## src/rtl/spi_txn_arbiter_if.sv

```systemverilog
// spi_txn_arbiter_if: bundles the requester-side and SPI-master-side signals
// of spi_txn_arbiter.
//
// Signals:
//   req       requesters -> arbiter   level request, one bit per requester
//   cmd_in    requesters -> arbiter   flattened 16-bit commands, requester i at [16i+15:16i]
//   ack       arbiter -> requesters   one-cycle completion pulse to the served requester
//   rsp_data  arbiter -> requesters   received word, valid with ack, held until next capture
//   err       arbiter -> requesters   pulses with ack when the transaction timed out
//   busy      arbiter -> observers    high whenever the arbiter is not idle
//   wrt       arbiter -> SPI master   one-cycle start pulse
//   spi_cmd   arbiter -> SPI master   command word for the transfer
//   spi_done  SPI master -> arbiter   one-cycle done pulse
//   spi_rdata SPI master -> arbiter   received word, valid with spi_done
//   spi_ss_n  SPI master -> arbiter   master's active-low select
//   ss_n      arbiter -> slaves       per-slave active-low selects
//   dbg_state arbiter -> observers    current FSM state encoding
//
// Handshake: a requester raises req[i] and keeps it and cmd_in[i] stable until
// it samples ack[i]; it drops req[i] on that same edge. ack is a single-cycle
// pulse and is the only completion indication (err qualifies it). On the SPI
// side, wrt is a single-cycle start and spi_done is a single-cycle completion;
// spi_done is only honoured while a transfer is outstanding.
interface spi_txn_arbiter_if #(
  parameter int NUM_REQ = 4
);
  logic [NUM_REQ-1:0]    req;
  logic [16*NUM_REQ-1:0] cmd_in;
  logic [NUM_REQ-1:0]    ack;
  logic [15:0]           rsp_data;
  logic                  err;
  logic                  busy;
  logic                  wrt;
  logic [15:0]           spi_cmd;
  logic                  spi_done;
  logic [15:0]           spi_rdata;
  logic                  spi_ss_n;
  logic [NUM_REQ-1:0]    ss_n;
  logic [1:0]            dbg_state;

  modport master (
    input  req, cmd_in, spi_done, spi_rdata, spi_ss_n,
    output ack, rsp_data, err, busy, wrt, spi_cmd, ss_n, dbg_state
  );

  modport slave (
    output req, cmd_in, spi_done, spi_rdata, spi_ss_n,
    input  ack, rsp_data, err, busy, wrt, spi_cmd, ss_n, dbg_state
  );
endinterface

```

## src/rtl/spi_txn_arbiter.sv

```systemverilog
// spi_txn_arbiter: round-robin arbiter/sequencer sharing one 16-bit SPI master
// between NUM_REQ requesters. The winner's command is launched with a wrt
// pulse, the master's select is routed only to the granted slave, and the
// received word is returned with a one-cycle ack. A watchdog aborts a
// transfer whose done never arrives, returning 0 with err set.
//
// Ports:
//   clk  system clock
//   rst  synchronous active-high reset
//   bus  spi_txn_arbiter_if master modport (see interface file for signals)
//
// Parameters:
//   NUM_REQ  number of requesters / slave selects (2..8)
//   TIMEOUT  WAIT-state cycles before a transfer is aborted (>= 600)
module spi_txn_arbiter #(
  parameter int NUM_REQ = 4,
  parameter int TIMEOUT = 1024
) (
  input  logic                 clk,
  input  logic                 rst,
  spi_txn_arbiter_if.master    bus
);

  localparam int IDX_W = $clog2(NUM_REQ);
  localparam int TMR_W = $clog2(TIMEOUT + 1);

  typedef enum logic [1:0] {
    ST_IDLE   = 2'd0,
    ST_LAUNCH = 2'd1,
    ST_WAIT   = 2'd2,
    ST_RESP   = 2'd3
  } state_t;

  state_t             state;
  state_t             state_nxt;
  logic [IDX_W-1:0]   gnt;
  logic [IDX_W-1:0]   last;
  logic [IDX_W-1:0]   win_idx;
  logic [IDX_W-1:0]   cand;
  logic               win_found;
  logic [TMR_W-1:0]   timer;
  logic               timed_out;
  logic               err_flag;
  logic [15:0]        spi_cmd_q;
  logic [15:0]        rsp_data_q;
  logic [NUM_REQ-1:0] ack_c;
  logic [NUM_REQ-1:0] ss_n_c;
  logic               busy_c;

  // Round-robin search: walk the indices starting just after the last grant,
  // wrapping at NUM_REQ (which need not be a power of two).
  always_comb begin
    win_found = 1'b0;
    win_idx   = '0;
    cand      = last;
    for (int k = 0; k < NUM_REQ; k++) begin
      cand = (cand == IDX_W'(NUM_REQ - 1)) ? '0 : cand + IDX_W'(1);
      if (!win_found && bus.req[cand]) begin
        win_found = 1'b1;
        win_idx   = cand;
      end
    end
  end

  assign timed_out = (timer == TMR_W'(TIMEOUT - 1));

  // FSM state register
  always_ff @(posedge clk) begin
    if (rst) begin
      state <= ST_IDLE;
    end else begin
      state <= state_nxt;
    end
  end

  // FSM next-state logic
  always_comb begin
    state_nxt = state;
    case (state)
      ST_IDLE:   if (win_found) state_nxt = ST_LAUNCH;
      ST_LAUNCH: state_nxt = ST_WAIT;
      ST_WAIT:   if (bus.spi_done || timed_out) state_nxt = ST_RESP;
      ST_RESP:   state_nxt = ST_IDLE;
      default:   state_nxt = ST_IDLE;
    endcase
  end

  // Datapath registers. spi_done has priority over the watchdog when both
  // land on the same cycle, so a late-but-valid word is never discarded.
  always_ff @(posedge clk) begin
    if (rst) begin
      gnt        <= '0;
      last       <= IDX_W'(NUM_REQ - 1);
      timer      <= '0;
      spi_cmd_q  <= '0;
      rsp_data_q <= '0;
      err_flag   <= 1'b0;
    end else begin
      case (state)
        ST_IDLE: begin
          if (win_found) begin
            gnt       <= win_idx;
            spi_cmd_q <= bus.cmd_in[{win_idx, 4'b0000} +: 16];
          end
        end
        ST_LAUNCH: begin
          last  <= gnt;
          timer <= '0;
        end
        ST_WAIT: begin
          timer <= timer + TMR_W'(1);
          if (bus.spi_done) begin
            rsp_data_q <= bus.spi_rdata;
            err_flag   <= 1'b0;
          end else if (timed_out) begin
            rsp_data_q <= 16'h0000;
            err_flag   <= 1'b1;
          end
        end
        default: ;
      endcase
    end
  end

  // Outputs decoded from registered state
  assign busy_c = (state != ST_IDLE);

  always_comb begin
    ack_c = '0;
    if (state == ST_RESP) ack_c[gnt] = 1'b1;
  end

  // Only the granted slave follows the master's select; all others stay high.
  always_comb begin
    ss_n_c = '1;
    for (int i = 0; i < NUM_REQ; i++) begin
      ss_n_c[i] = bus.spi_ss_n | ~(busy_c & (gnt == IDX_W'(i)));
    end
  end

  assign bus.ack       = ack_c;
  assign bus.err       = (state == ST_RESP) & err_flag;
  assign bus.busy      = busy_c;
  assign bus.wrt       = (state == ST_LAUNCH);
  assign bus.spi_cmd   = spi_cmd_q;
  assign bus.rsp_data  = rsp_data_q;
  assign bus.ss_n      = ss_n_c;
  assign bus.dbg_state = state;

endmodule

```

## src/flat_wrapper.sv

```systemverilog
// flat-port wrapper written by rule: the top's interface ports become plain ports
module spi_txn_arbiter_flat 
#(
  parameter int NUM_REQ = 4,
  parameter int TIMEOUT = 1024
)
  (clk, rst, bus_req, bus_cmd_in, bus_spi_done, bus_spi_rdata, bus_spi_ss_n, bus_ack, bus_rsp_data, bus_err, bus_busy, bus_wrt, bus_spi_cmd, bus_ss_n, bus_dbg_state);
  spi_txn_arbiter_if #(.NUM_REQ(NUM_REQ)) bus_i ();
  input  logic clk;
  input  logic rst;
  input wire logic [$bits(bus_i.req)-1:0] bus_req;
  input wire logic [$bits(bus_i.cmd_in)-1:0] bus_cmd_in;
  input wire logic [$bits(bus_i.spi_done)-1:0] bus_spi_done;
  input wire logic [$bits(bus_i.spi_rdata)-1:0] bus_spi_rdata;
  input wire logic [$bits(bus_i.spi_ss_n)-1:0] bus_spi_ss_n;
  output wire logic [$bits(bus_i.ack)-1:0] bus_ack;
  output wire logic [$bits(bus_i.rsp_data)-1:0] bus_rsp_data;
  output wire logic [$bits(bus_i.err)-1:0] bus_err;
  output wire logic [$bits(bus_i.busy)-1:0] bus_busy;
  output wire logic [$bits(bus_i.wrt)-1:0] bus_wrt;
  output wire logic [$bits(bus_i.spi_cmd)-1:0] bus_spi_cmd;
  output wire logic [$bits(bus_i.ss_n)-1:0] bus_ss_n;
  output wire logic [$bits(bus_i.dbg_state)-1:0] bus_dbg_state;
  assign bus_i.req = bus_req;
  assign bus_i.cmd_in = bus_cmd_in;
  assign bus_i.spi_done = bus_spi_done;
  assign bus_i.spi_rdata = bus_spi_rdata;
  assign bus_i.spi_ss_n = bus_spi_ss_n;
  assign bus_ack = bus_i.ack;
  assign bus_rsp_data = bus_i.rsp_data;
  assign bus_err = bus_i.err;
  assign bus_busy = bus_i.busy;
  assign bus_wrt = bus_i.wrt;
  assign bus_spi_cmd = bus_i.spi_cmd;
  assign bus_ss_n = bus_i.ss_n;
  assign bus_dbg_state = bus_i.dbg_state;
  spi_txn_arbiter #(.NUM_REQ(NUM_REQ), .TIMEOUT(TIMEOUT)) u_core (.clk(clk), .rst(rst), .bus(bus_i));
endmodule
```

## config.mk

```make
export PLATFORM = sky130hd
export DESIGN_NAME = spi_txn_arbiter_flat
export DESIGN_NICKNAME = d
export VERILOG_FILES = /design/src/rtl/spi_txn_arbiter_if.sv /design/src/rtl/spi_txn_arbiter.sv /design/src/flat_wrapper.sv
export SDC_FILE = /design/constraint.sdc
export NUM_CORES = 1
export LEC_CHECK = 0
export BUFFER_PORTS_ARGS = -buffer_cell sky130_fd_sc_hd__buf_4
export CORE_MARGIN = 5
export CORE_UTILIZATION = 40
export DETAILED_ROUTE_END_ITERATION = 10
export HOLD_SLACK_MARGIN = 0.15
export PLACE_DENSITY_LB_ADDON = 0.3
export SYNTH_ARGS = -nofsm -noshare
export SYNTH_HDL_FRONTEND = slang
export SYNTH_SLANG_ARGS = --single-unit
```

## constraint.sdc

```tcl
create_clock -name clk -period 2.1 [get_ports clk]
set_clock_uncertainty 0.1 [all_clocks]
set_input_delay 0.105 -clock clk [delete_from_list [all_inputs] [get_ports clk]]
set_output_delay 0.105 -clock clk [all_outputs]
set_load 0.005 [all_outputs]
```

# Word-level counts from Yosys, hierarchy flattened
# Cells that the tools add are included.
# classes
addsub	5
bitwise_logic	13
n_reduce_logical	16
n_shift	1
n_mux	31
n_lt_le_gt_ge	6
eq_ne	13
# op_table
operator	n
64-bit by 7-bit variable part select with 16-bit output	1
16-bit two-way mux	2
11-bit case mux with 2 select lines	1
2-bit two-way mux	10
2-bit == test, second input constant	8
2-bit by 3-bit < comparator with 1-bit output, second input constant	5
11-bit by 1-bit adder with 11-bit output, second input constant	1
11-bit by 10-bit == test with 1-bit output, second input constant	1
1-bit two-way mux	11
2-bit by 1-bit adder with 2-bit output, second input constant	4
1-bit binary-select mux with 2-bit select	4
2-bit case mux with 4 select lines	1
2-bit AND reduction	3
2-bit nonzero test	3
1-bit AND	5
2-bit by 1-bit == test with 1-bit output, second input constant	2
1-bit logical AND	4
2-bit zero test	2
4-bit two-way mux	1
2-bit by 1-bit != test with 1-bit output, second input constant	2
1-bit inverter	4
1-bit OR	4
1-bit zero test	3
1-bit demux with 2-bit select	1
2 further kinds	2
# word_totals
register_bits	50
out_inout_bits	45
wordCells	92
in_bits	88

# Longest topological paths before layout
# Gate-level depths: netlist of the first run.
# depth
ltp_word	16
ltp_mapped	8
mapped_depth_nobuf	7

# Least setup slack after synthesis of the first run
# No wires, ideal clock.
# synth_timing
path_kind	register -> register
from	reg u_core.last[0]
to	reg u_core.spi_cmd_q[15], in the netlist u_core.bus.spi_cmd[15]
arrival_ns	1.916
path_stages_with_launch	9
synth_period_minus_slack_ns	2.130
t_required_ns	1.886
path_buffers	1
setup_time_ns	0.114
path_slack_ns	-0.030
path_cell_list	dfxtp_1 > ha_1 > or2_1 > a221o_1 > a21oi_4 > buf_6 > mux2i_1 > o22ai_1 > a21o_1
# synth_via
elab_chain_cells	15
elab_cells_between_ends	36
classes_between	4 x add/sub; 4 x eq/ne; 1 x shift; 20 x mux; 7 x reduce/logical
# synth_rtl
element	line_no	text
start, declared	spi_txn_arbiter.sv:37	logic [IDX_W-1:0] last;
start signal, assigned	spi_txn_arbiter.sv:93	last <= IDX_W'(NUM_REQ - 1);
start signal, assigned	spi_txn_arbiter.sv:107	last <= gnt;
2-bit by 1-bit adder with 2-bit output or 2-bit == test (tied branches)	spi_txn_arbiter.sv:57	cand = (cand == IDX_W'(NUM_REQ - 1)) ? '0 : cand + IDX_W'(1);
2-bit two-way mux (*)	spi_txn_arbiter.sv:57	
parallel branches: the longest is 13 deep, another holds 2-bit by 1-bit adder with 2-bit output	-	
end signal, assigned	spi_txn_arbiter.sv:103	spi_cmd_q <= bus.cmd_in[{win_idx, 4'b0000} +: 16];
end, declared	spi_txn_arbiter.sv:44	logic [15:0] spi_cmd_q;
# Every way passes the cells marked *. The select of a mux whose other input is x is not followed.
# A chain may end at the register's enable or synchronous reset.

# Final worst setup path of the first run
# layout_timing
from	reg u_core.last[1]
to	reg u_core.spi_cmd_q[10], in the netlist u_core.bus.spi_cmd[10]
# The elaborated chain is that of the path after synthesis.

==> results of run 1 <==
## stage by stage
step | hold WS [ns] | utilization (%)
2_1_floorplan | 0.101 | -
3_3_place_gp | 0.222 | 59.5
3_5_place_dp | 0.225 | 59.5
4_1_cts | 0.161 | 77.0
5_1_grt | 0.223 | 78.0
6_report | 0.184 | 78.0
## logic make-up (layout without fill, tap and decap cells)
group                    count (synthesis)  after routing
AND/OR/NAND/NOR                         69             69
other                                    0              4
XOR/XNOR                                 7              7
multiplexers                            35             35
buffers and inverters                   18            241
flip-flops                              50             50
AO/OA/AOI/OAI                           57             57
adder cells (fa/ha/maj)                  6              6
## worst max path at each step
stage / from / end / slack [ns] / cells past startpoint
2_1_floorplan: u_core.last[0]$_SDFFE_PP1P_ / u_core.bus.spi_cmd[15]$_SDFFE_PP0P_ / -0.003 / 8
3_3_place_gp: u_core.last[1]$_SDFFE_PP1P_ / u_core.bus.spi_cmd[15]$_SDFFE_PP0P_ / -0.04 / 8
3_5_place_dp: u_core.last[1]$_SDFFE_PP1P_ / u_core.bus.spi_cmd[1]$_SDFFE_PP0P_ / -0.09 / 8
4_1_cts: u_core.last[1]$_SDFFE_PP1P_ / u_core.bus.spi_cmd[11]$_SDFFE_PP0P_ / -0.09 / 8
5_1_grt: u_core.last[1]$_SDFFE_PP1P_ / u_core.bus.spi_cmd[10]$_SDFFE_PP0P_ / -0.18 / 7
6_report: u_core.last[1]$_SDFFE_PP1P_ / u_core.bus.spi_cmd[10]$_SDFFE_PP0P_ / -0.09 / 7
## critical path: cells and delay by family (launching register included)
family | cells | cell delay (ns)
AOI/OAI and AO/OA | 3 | 0.70
adders and majority gates | 1 | 0.15
buffers and inverters | 1 | 0.23
DFF | 1 | 0.35
muxes | 1 | 0.28
and+or+nand+nor | 1 | 0.24
## per-layer routing
layer	vias to the layer above	share of wire [%]
li1	1341	-
met1	1368	35
met2	145	52
met3	58	5.6
met4	0	7.1
met5	-	0
## timing repair
item / 4_1_cts / 5_1_grt
setup buffers: 3 / 1
hold buffers: 83 / 0
hold endpoints to repair: 41 / 0
endpoints found under the setup margin: 30 / 27
gates resized for setup: 5 / 19
pin swaps: 5 / 5
cloned: 2 / 0
## final cells by class
class / instances / area (sq um)
inverters: 5 / 18.8
repair buffers: 228 / 1950
flip-flops and latches: 50 / 1000
fillers: 359 / 1290
clock buffers: 5 / 68.8
clock inverters: 3 / 23.8
well taps: 75 / 93.8
multi-input cells: 174 / 1400
diodes: 4 / 10.0
## Yosys cell counts (4+ instances only)
library cell,n
dfxtp_1,50
mux2i_1,35
nand2_1,22
a22o_1,16
nor2_1,16
o221ai_1,13
a21oi_1,7
clkbuf_1,6
ha_1,6
inv_1,5
xor2_1,5
a21o_1,4
nand2b_1,4
nand3_1,4
nand4_1,4
## power by group
group / internal, uW / total, uW / switching, uW
clock network: 239 / 579 / 340
registers: 1200 / 1380 / 182
logic: 1190 / 2160 / 965
total: 2630 / 4120 / 1490
## state kept, by name, indices dropped and copies added, names as in the netlist
register	cells
u_core.bus.rsp_data	16
u_core.bus.spi_cmd	16
u_core.timer	11
u_core.bus.dbg_state	2
u_core.gnt	2
u_core.last	2
u_core.err_flag	1
==> reports/results.tsv, run 1 <==
metric	value	unit
outcome	finished with violations	
violations	negative setup slack	
synth_xor_area_share	2.57	%
grt_pass1_vias	3105	
layout-drive-gt1-share	37.6	%
regToRegStartpoint	u_core.last[1]$_SDFFE_PP1P_	
clockBufferDepth	2	
slowest_delay	0.35	ns
ys_seq_elements	50	
ys_async_sr_fraction	0	%
grt_pass1_wl	15.4	mm
tightest_slew	0.686	ns
synth.mux.area_fraction	14.7	%
ioPinCount	133	
powerDensity	902	nW/um^2
wl	10.0	mm
syn_nets	336	
rsz0062_at_grt	true	
reg2reg_depth	7	
p_total	4120	uW
worstHoldPathCells	4	
num_vias	2912	
cpMaxStageDelayCell	dfxtp_2	
setup_viol	13	
report.final.slew_viol_count	0	
cts_sinks	50	
place_hpwl	5.30	mm
cp_max_fo	16	
syn_to_final_growth	91.7	%
cts_tree	built	
grt_overflow	0	
track_usage	26.5	%
start_kind	flip-flop	
cts_buffers	5	
synth.top_cell.area_share	42.0	%
hold_path_end	u_core.gnt[1]$_SDFFE_PP0P_	
path_clk_slew	0.10	ns
finalCritPeriodShare	104	%
wl_per_cell	18.5	microns
die_h	87.2	microns
finalSetupTns	-0.684	ns
grt_max_degree	18	
arrival	2.27	ns
drt_pre_antenna_iters	4	
max_freq	456	MHz
r2r_slack	-0.09	ns
coreArea	5850	sq um
final_cell_area	4560	sq um
use_met2	47.2	%
leakagePower	0.00202	uW
synth_area_per_cell	9.84	sq um
synth_cell_type_count	41	
critical_path_class	flip-flop to flip-flop	
setup_slack	-0.0930	ns
grt-busiest-layer	met2	
place_congestion	0.765	
placed_area	3480	sq um
io_buffers	132	
die_w	87.2	microns
synth_edf_count	0	
viasPerCell	5.35	
synth_top_family_by_area	compound AO/OA/AOI/OAI gates	
drc	0	
layout_common_cells	142 x buf_4, 83 x dlygate4sd3_1, 48 x dfxtp_1	
yosys_warnings	0	
period_needed	2.19	ns
slew_headroom	54.2	%
synthAdderAreaFrac	3.15	%
drt_iter0_drc	128	
yosys.area.top_type	dfxtp_1	
use_met3	6.24	%
ir_drop	0.000662	V
worstHoldStart	bus_req[3]	
start_util	40.7	%
syn_inst	242	
synth_compound_area_share	19.1	%
cts_root_buf	clkbuf_8	
clk-insertion-delay-late	0.30	ns
ys_seq_area_share	42.0	%
ant_nets	0	
max-cap-violations	0	
placed_cells	445	
rows	28	
worst-endpoint-required	2.18	ns
htree_levels	2	
synthFlopType	dfxtp_1	
reg2reg_to	u_core.bus.spi_cmd[10]$_SDFFE_PP0P_	
antenna_found_initial	4	
layout.cells.non_filler	544	
dieArea	7600	sq um
final_nets	558	
final_common_cell	buf_4	
synthTopCellsByArea	dfxtp_1 42%, mux2i_1 15%, a22o_1 5.9%	
netlist_area	2380	sq um
synth-simple-area-share	14.3	%
grtUsageMet1	26.2	%
crit_chain	ha_4 -> or2_4 -> a221o_1 -> a21oi_4 -> buf_12 -> mux2i_1 -> o221ai_1	
finalHoldViolCount	0	
endpoint_kind	flip-flop	
hold_class	primary input to flip-flop	
post-place-ws	-0.0945	ns
(Power assumes the default switching activity.)
==> inputs of run 2 (changes only) <==
CORE_UTILIZATION = 41   (was 40)
CTS_BUF_LIST = sky130_fd_sc_hd__clkbuf_4   (was default)
==> run 2 against run 1 <==
  * The flow still finishes with violations (negative setup slack)
  * Global-route usage grew 3.0 points
  * Critical path depth is 1 higher
  * Sequential power grew 6%
  * Clock power down 7.3%
==> reports/results.tsv, run 2 (same netlist as run 1, synthesis figures left out) <==
metric	value	unit	change
ant_nets	0		unchanged
fillerInstances	226		was 359
cp_max_fo	6		was 16
coreArea	5570	sq um	was 5850 sq um
worstHoldStart	bus_req[2]		was bus_req[3]
drc	0		unchanged
wl	14.3	mm	was 10.0 mm
period_needed	2.43	ns	was 2.19 ns
use_met3	8.75	%	was 6.24%
final_cell_area	4750	sq um	was 4560 sq um
reg2reg_to	u_core.bus.spi_cmd[4]$_SDFFE_PP0P_		was u_core.bus.spi_cmd[10]$_SDFFE_PP0P_
arrival	2.60	ns	was 2.27 ns
critical_path_class	flip-flop to flip-flop		unchanged
hold_class	primary input to flip-flop		unchanged
reg2reg_depth	8		was 7
p_total	4690	uW	was 4120 uW
clkPwrFrac	11.4	%	was 14.1%
place_congestion	0.751		was 0.765
setup_viol	17		was 13
worstHoldPathCells	5		was 4
path_clk_slew	0.18	ns	was 0.10 ns
drt_pre_antenna_iters	7		was 4
worst-endpoint-required	2.27	ns	was 2.18 ns
dieArea	7430	sq um	was 7600 sq um
layout_common_cells	144 x buf_4, 84 x dlygate4sd3_1, 48 x dfxtp_1		was 142 x buf_4, 83 x dlygate4sd3_1, 48 x dfxtp_1
violations	negative setup slack		unchanged
placed_area	3530	sq um	was 3480 sq um
grtUsageMet1	29.2	%	was 26.2%
leakagePower	0.00210	uW	was 0.00202 uW
layout-drive-gt1-share	40.1	%	was 37.6%
rows	27		was 28
antenna_found_initial	1		was 4
start_util	42.7	%	was 40.7%
syn_to_final_growth	99.5	%	was 91.7%
ioPinCount	133		unchanged
report.final.slew_viol_count	0		unchanged
use_met2	52.7	%	was 47.2%
placed_cells	446		was 445
switching_share	40.3	%	was 36.1%
powerDensity	988	nW/um^2	was 902 nW/um^2
ir_drop	0.000594	V	was 0.000662 V
viasPerCell	6.21		was 5.35
track_usage	29.6	%	was 26.5%
start_kind	flip-flop		unchanged
clk-insertion-delay-late	0.41	ns	was 0.30 ns
drt_iter0_drc	426		was 128
cts_sinks	50		unchanged
p_int	2800	uW	was 2630 uW
grt_max_degree	19		was 18
cts_tree	built		unchanged
layout.cells.non_filler	550		was 544
clockBufferDepth	2		unchanged
max_freq	412	MHz	was 456 MHz
finalCritPeriodShare	116	%	was 104%
hold_path_end	u_core.gnt[1]$_SDFFE_PP0P_		unchanged
grt_pass1_wl	16.9	mm	was 15.4 mm
grt_overflow	0		unchanged
die_w	86.2	microns	was 87.2 microns
num_vias	3417		was 2912
final_nets	569		was 558
endpoint_kind	flip-flop		unchanged
die_h	86.2	microns	was 87.2 microns
max-cap-violations	0		unchanged
r2r_slack	-0.33	ns	was -0.09 ns
slew_headroom	24.5	%	was 54.2%
regToRegStartpoint	u_core.last[0]$_SDFFE_PP1P_		was u_core.last[1]$_SDFFE_PP1P_
htree_levels	2		unchanged
io_buffers	132		unchanged
setup_slack	-0.328	ns	was -0.0930 ns
cts_buffers	5		unchanged
outcome	finished with violations		unchanged
cts_root_buf	clkbuf_4		was clkbuf_8
p_comb_share	57.5	%	was 52.4%
grt_pass1_vias	3323		was 3105
grt-busiest-layer	met2		unchanged
final_common_cell	buf_4		unchanged
place_hpwl	5.57	mm	was 5.30 mm
seq_power_share	31.1	%	was 33.6%
total_switching_power	1890	uW	was 1490 uW
tightest_slew	1.13	ns	was 0.686 ns
finalHoldViolCount	0		unchanged
wl_per_cell	25.9	microns	was 18.5 microns
rsz0062_at_grt	true		unchanged
final_util	85.2	%	was 78.0%
==> run 2: changes by cell type in the layout (fill, tap and decap cells not counted), moves of 3 or more <==
cell / change
mux2i_1: -4
buf_6: +3
clkbuf_4: +5
clkbuf_16: +3
clkbuf_8: -5
==> run 2: through the flow <==
stage	setup slack (ns)	setup TNS (ns)	hold WS, ns
detailed placement	-0.0742	-0.503	0.224
global route	-0.326	-4.74	0.201
finish	-0.328	-3.51	0.200
CTS	-0.0614	-0.436	0.179
global placement	-0.0217	-0.201	0.221
floorplan	-0.00290	-0.00869	0.101
==> run 2: critical path, stage by stage (launching register included) <==
cell	delay [ns]
dfxtp_2	0.38
ha_4	0.15
or2_4	0.22
a221o_1	0.33
a21oi_4	0.29
buf_12	0.19
buf_6	0.12
mux2i_1	0.30
o221ai_1	0.20
==> run 2: power by group through the flow <==
stage / Sequential (uW) / Combinational, uW / Clock, uW
6_report: 1460 / 2700 / 537
3_3_place_gp: 1380 / 1800 / 0
5_1_grt: 1470 / 2790 / 555
2_1_floorplan: 1380 / 1010 / 0
3_5_place_dp: 1390 / 1830 / 0
4_1_cts: 1380 / 2000 / 505
==> run 2: worst max-delay path by stage <==
| stage | cells past startpoint | start | endpoint | slack [ns] |
|---|---|---|---|---|
| floorplan | 8 | u_core.last[0]$_SDFFE_PP1P_ | u_core.bus.spi_cmd[15]$_SDFFE_PP0P_ | -0.003 |
| finish | 8 | u_core.last[0]$_SDFFE_PP1P_ | u_core.bus.spi_cmd[4]$_SDFFE_PP0P_ | -0.33 |
| detailed placement | 8 | u_core.last[0]$_SDFFE_PP1P_ | u_core.bus.spi_cmd[7]$_SDFFE_PP0P_ | -0.07 |
| global route | 8 | u_core.last[0]$_SDFFE_PP1P_ | u_core.bus.spi_cmd[4]$_SDFFE_PP0P_ | -0.33 |
| CTS | 8 | u_core.last[0]$_SDFFE_PP1P_ | u_core.bus.spi_cmd[13]$_SDFFE_PP0P_ | -0.06 |
| global placement | 6 | u_core.timer[5]$_SDFFE_PP0P_ | u_core.bus.rsp_data[9]$_SDFFE_PP0P_ | -0.02 |
==> run 2: area by class of cell <==
type	instances	area [sq um]	share of cell area [%]
diodes	2	5.00	0.105
clock buffers	5	37.5	0.790
clock inverters	3	28.8	0.606
inverters	5	18.8	0.395
multi-input cells	174	1450	30.5
flip-flops and latches	50	1000	21.1
well taps	72	90.1	1.90
repair buffers	239	2120	44.6
==> run 2: metal layers <==
metal / wire [microns] / vias up
li1: - / 1366
met1: 4550 / 1547
met2: 6800 / 387
met3: 1600 / 117
met4: 1300 / 0
met5: 0 / -
==> run 2: repair_timing <==
action,CTS,global route
hold buffers,84,0
pin swaps,0,13
endpoints found under the setup margin,30,36
cloned,0,3
endpoints found under the hold margin,41,0
buffers inserted,2,5
resized for setup,3,32
==> inputs of run 3 (changes only) <==
--- a/config.mk
+++ b/config.mk
@@ -7,5 +7,8 @@
 export LEC_CHECK = 0
+export ABC_CLOCK_PERIOD_IN_PS = 2100
 export BUFFER_PORTS_ARGS = -buffer_cell sky130_fd_sc_hd__buf_4
+export CELL_PAD_IN_SITES_DETAIL_PLACEMENT = 1
+export CELL_PAD_IN_SITES_GLOBAL_PLACEMENT = 2
 export CORE_MARGIN = 5
-export CORE_UTILIZATION = 41
+export CORE_UTILIZATION = 23
 export CTS_BUF_LIST = sky130_fd_sc_hd__clkbuf_4
==> constraint.sdc (replaced) <==
create_clock -name clk -period 2.1 [get_ports clk]
set_clock_uncertainty 0.1 [all_clocks]
set_input_delay 0.315 -clock clk [delete_from_list [all_inputs] [get_ports clk]]
set_output_delay 0.315 -clock clk [all_outputs]
set_load 0.005 [all_outputs]
==> run 3 against run 2 <==
  * The run still ends with negative setup slack left
  * Worst setup slack improved by 0.27 ns
  * Sequential power down 5%
  * Largest cell class unchanged
  * Critical path depth is the same
  * Power decreased by 14%
  * Maximum frequency is 12% higher
  * Hold slack worse by 0.031 ns
  * Highest routed layer unchanged
  * Via count shrank 22%
==> reports/results.tsv, run 3 (same netlist as run 1, synthesis figures left out) <==
metric	value	unit	change
outcome	finished with violations		unchanged
violations	negative setup slack		unchanged
cp_common_cell	buf_12		
grt-busiest-layer	met2		unchanged
leakagePower	0.00196	uW	was 0.00210 uW
arrival	2.34	ns	was 2.60 ns
layout-drive-gt1-share	39.2	%	was 40.1%
coreArea	10200	sq um	was 5570 sq um
rows	37		was 27
grt_overflow	0		unchanged
crit_chain	ha_4 -> or2_1 -> a221o_1 -> a21oi_4 -> buf_12 -> buf_12 -> mux2i_1 -> o221ai_1		was ha_4 -> or2_4 -> a221o_1 -> a21oi_4 -> buf_12 -> buf_6 -> mux2i_1 -> o221ai_1
setup_viol	13		was 17
wl_per_cell	16.1	microns	was 25.9 microns
seq_power_share	34.0	%	was 31.1%
finalHoldViolCount	0		unchanged
rsz0062_at_grt	true		unchanged
critical_path_class	flip-flop to flip-flop		unchanged
ant_nets	0		unchanged
start_kind	flip-flop		unchanged
place_congestion	0.740		was 0.751
clockBufferDepth	2		unchanged
grt_pass1_wl	14.8	mm	was 16.9 mm
io_buffers	132		unchanged
start_util	23.3	%	was 42.7%
endpoint_kind	flip-flop		unchanged
powerDensity	925	nW/um^2	was 988 nW/um^2
path_delay_family	compound AO/OA/AOI/OAI gates		unchanged
report.final.slew_viol_count	0		unchanged
p_total	4050	uW	was 4690 uW
viasPerCell	4.57		was 6.21
p_int	2600	uW	was 2800 uW
n_antenna_cell	0		was 2
track_usage	14.4	%	was 29.6%
period_needed	2.16	ns	was 2.43 ns
tightest_slew	0.741	ns	was 1.13 ns
drc	0		unchanged
clkPwrFrac	12.1	%	was 11.4%
cts_buffers	5		unchanged
die_h	112	microns	was 86.2 microns
finalCritPeriodShare	103	%	was 116%
drt_iter0_drc	52		was 426
clk-insertion-delay-late	0.38	ns	was 0.41 ns
cts_tree	built		unchanged
grt_max_degree	19		unchanged
cp_num_buf_inv	2		unchanged
max-cap-violations	0		unchanged
max_freq	463	MHz	was 412 MHz
setup_slack	-0.0604	ns	was -0.328 ns
cpMaxStageDelayCell	dfxtp_2		unchanged
grt_pass1_vias	2865		was 3323
p_comb_share	53.9	%	was 57.5%
use_met3	6.09	%	was 8.75%
hold_ws	0.169	ns	was 0.200 ns
hold_class	primary input to flip-flop		unchanged
htree_levels	2		unchanged
worst-endpoint-required	2.28	ns	was 2.27 ns
wl	9.41	mm	was 14.3 mm
total_switching_power	1460	uW	was 1890 uW
slew_headroom	50.5	%	was 24.5%
num_vias	2676		was 3417
ioPinCount	133		unchanged
cts_root_buf	clkbuf_4		unchanged
drt_pre_antenna_iters	4		was 7
path_clk_slew	0.18	ns	about the same
die_w	112	microns	was 86.2 microns
syn_to_final_growth	84.0	%	was 99.5%
grtUsageMet1	16.4	%	was 29.2%
place_hpwl	6.49	mm	was 5.57 mm
dieArea	12500	sq um	was 7430 sq um
antenna_found_initial	0		was 1
layout_common_cells	149 x buf_4, 58 x dlygate4sd3_1, 47 x dfxtp_1		was 144 x buf_4, 84 x dlygate4sd3_1, 48 x dfxtp_1
final_nets	542		was 569
cts_sinks	50		unchanged
cp_max_fo	13		was 6
ir_drop	0.000403	V	was 0.000594 V
use_met2	25.5	%	was 52.7%
final_common_cell	buf_4		unchanged
switching_share	36.0	%	was 40.3%
slowest_delay	0.37	ns	was 0.38 ns
run 3: tightest hold or removal path: stages:
cell,delay (ns)
buf_4,0.08
mux2i_1,0.06
o221ai_1,0.18
run 3: final cells by class:
class / instances / area [sq um]
tap: 136 / 170
multi-input combinational: 174 / 1330
fill: 1160 / 5850
clock buffer: 5 / 37.5
timing repair buffer: 212 / 1800
inverter: 5 / 18.8
sequential: 50 / 1000
clock inverter: 3 / 26.3
run 3: per-layer routing:
layer	up-vias	part of all wire, %
met5	-	0
met4	0	0.57
met3	4	8.9
met2	92	51
met1	1277	40
li1	1303	-
run 3: path summary, 6_finish.rpt:
path / start / to / slack, ns / cells past startpoint
setup / recovery: u_core.last[0]$_SDFFE_PP1P_ / u_core.bus.spi_cmd[12]$_SDFFE_PP0P_ / -0.06 / 8
hold / removal: bus_cmd_in[41] / u_core.bus.spi_cmd[9]$_SDFFE_PP0P_ / 0.17 / 3
setup reg to reg: u_core.last[0]$_SDFFE_PP1P_ / u_core.bus.spi_cmd[12]$_SDFFE_PP0P_ / -0.06 / 8
hold reg to reg: u_core.bus.spi_cmd[15]$_SDFFE_PP0P_ / u_core.bus.spi_cmd[15]$_SDFFE_PP0P_ / 0.38 / 1
run 3: what timing repair did:
action | CTS | global route
buffers inserted | 3 | 0
hold buffers | 53 | 5
setup endpoints to repair | 34 | 36
resized for setup | 2 | 7
pin swaps | 0 | 2
hold endpoints to repair | 35 | 3
run 3: stage by stage:
stage	setup slack [ns]	utilization [%]	cells	setup TNS, ns	instance area [sq um]
floorplan	-0.00290	-	242	-0.00869	2400
global placement	-0.0340	36.0	516	-0.598	3680
detailed placement	-0.117	36.0	516	-2.07	3680
CTS	-0.0674	42.1	580	-0.461	4300
global route	-0.120	42.8	585	-1.39	4380
finish	-0.0604	42.8	585	-0.451	4380
run 3: power by group through the flow:
stage	Sequential (uW)	Combinational, uW	Clock [uW]
2_1_floorplan	1380	1010	0
3_3_place_gp	1380	1980	0
3_5_place_dp	1390	2030	0
4_1_cts	1380	2150	522
5_1_grt	1410	2380	557
6_report	1380	2180	492
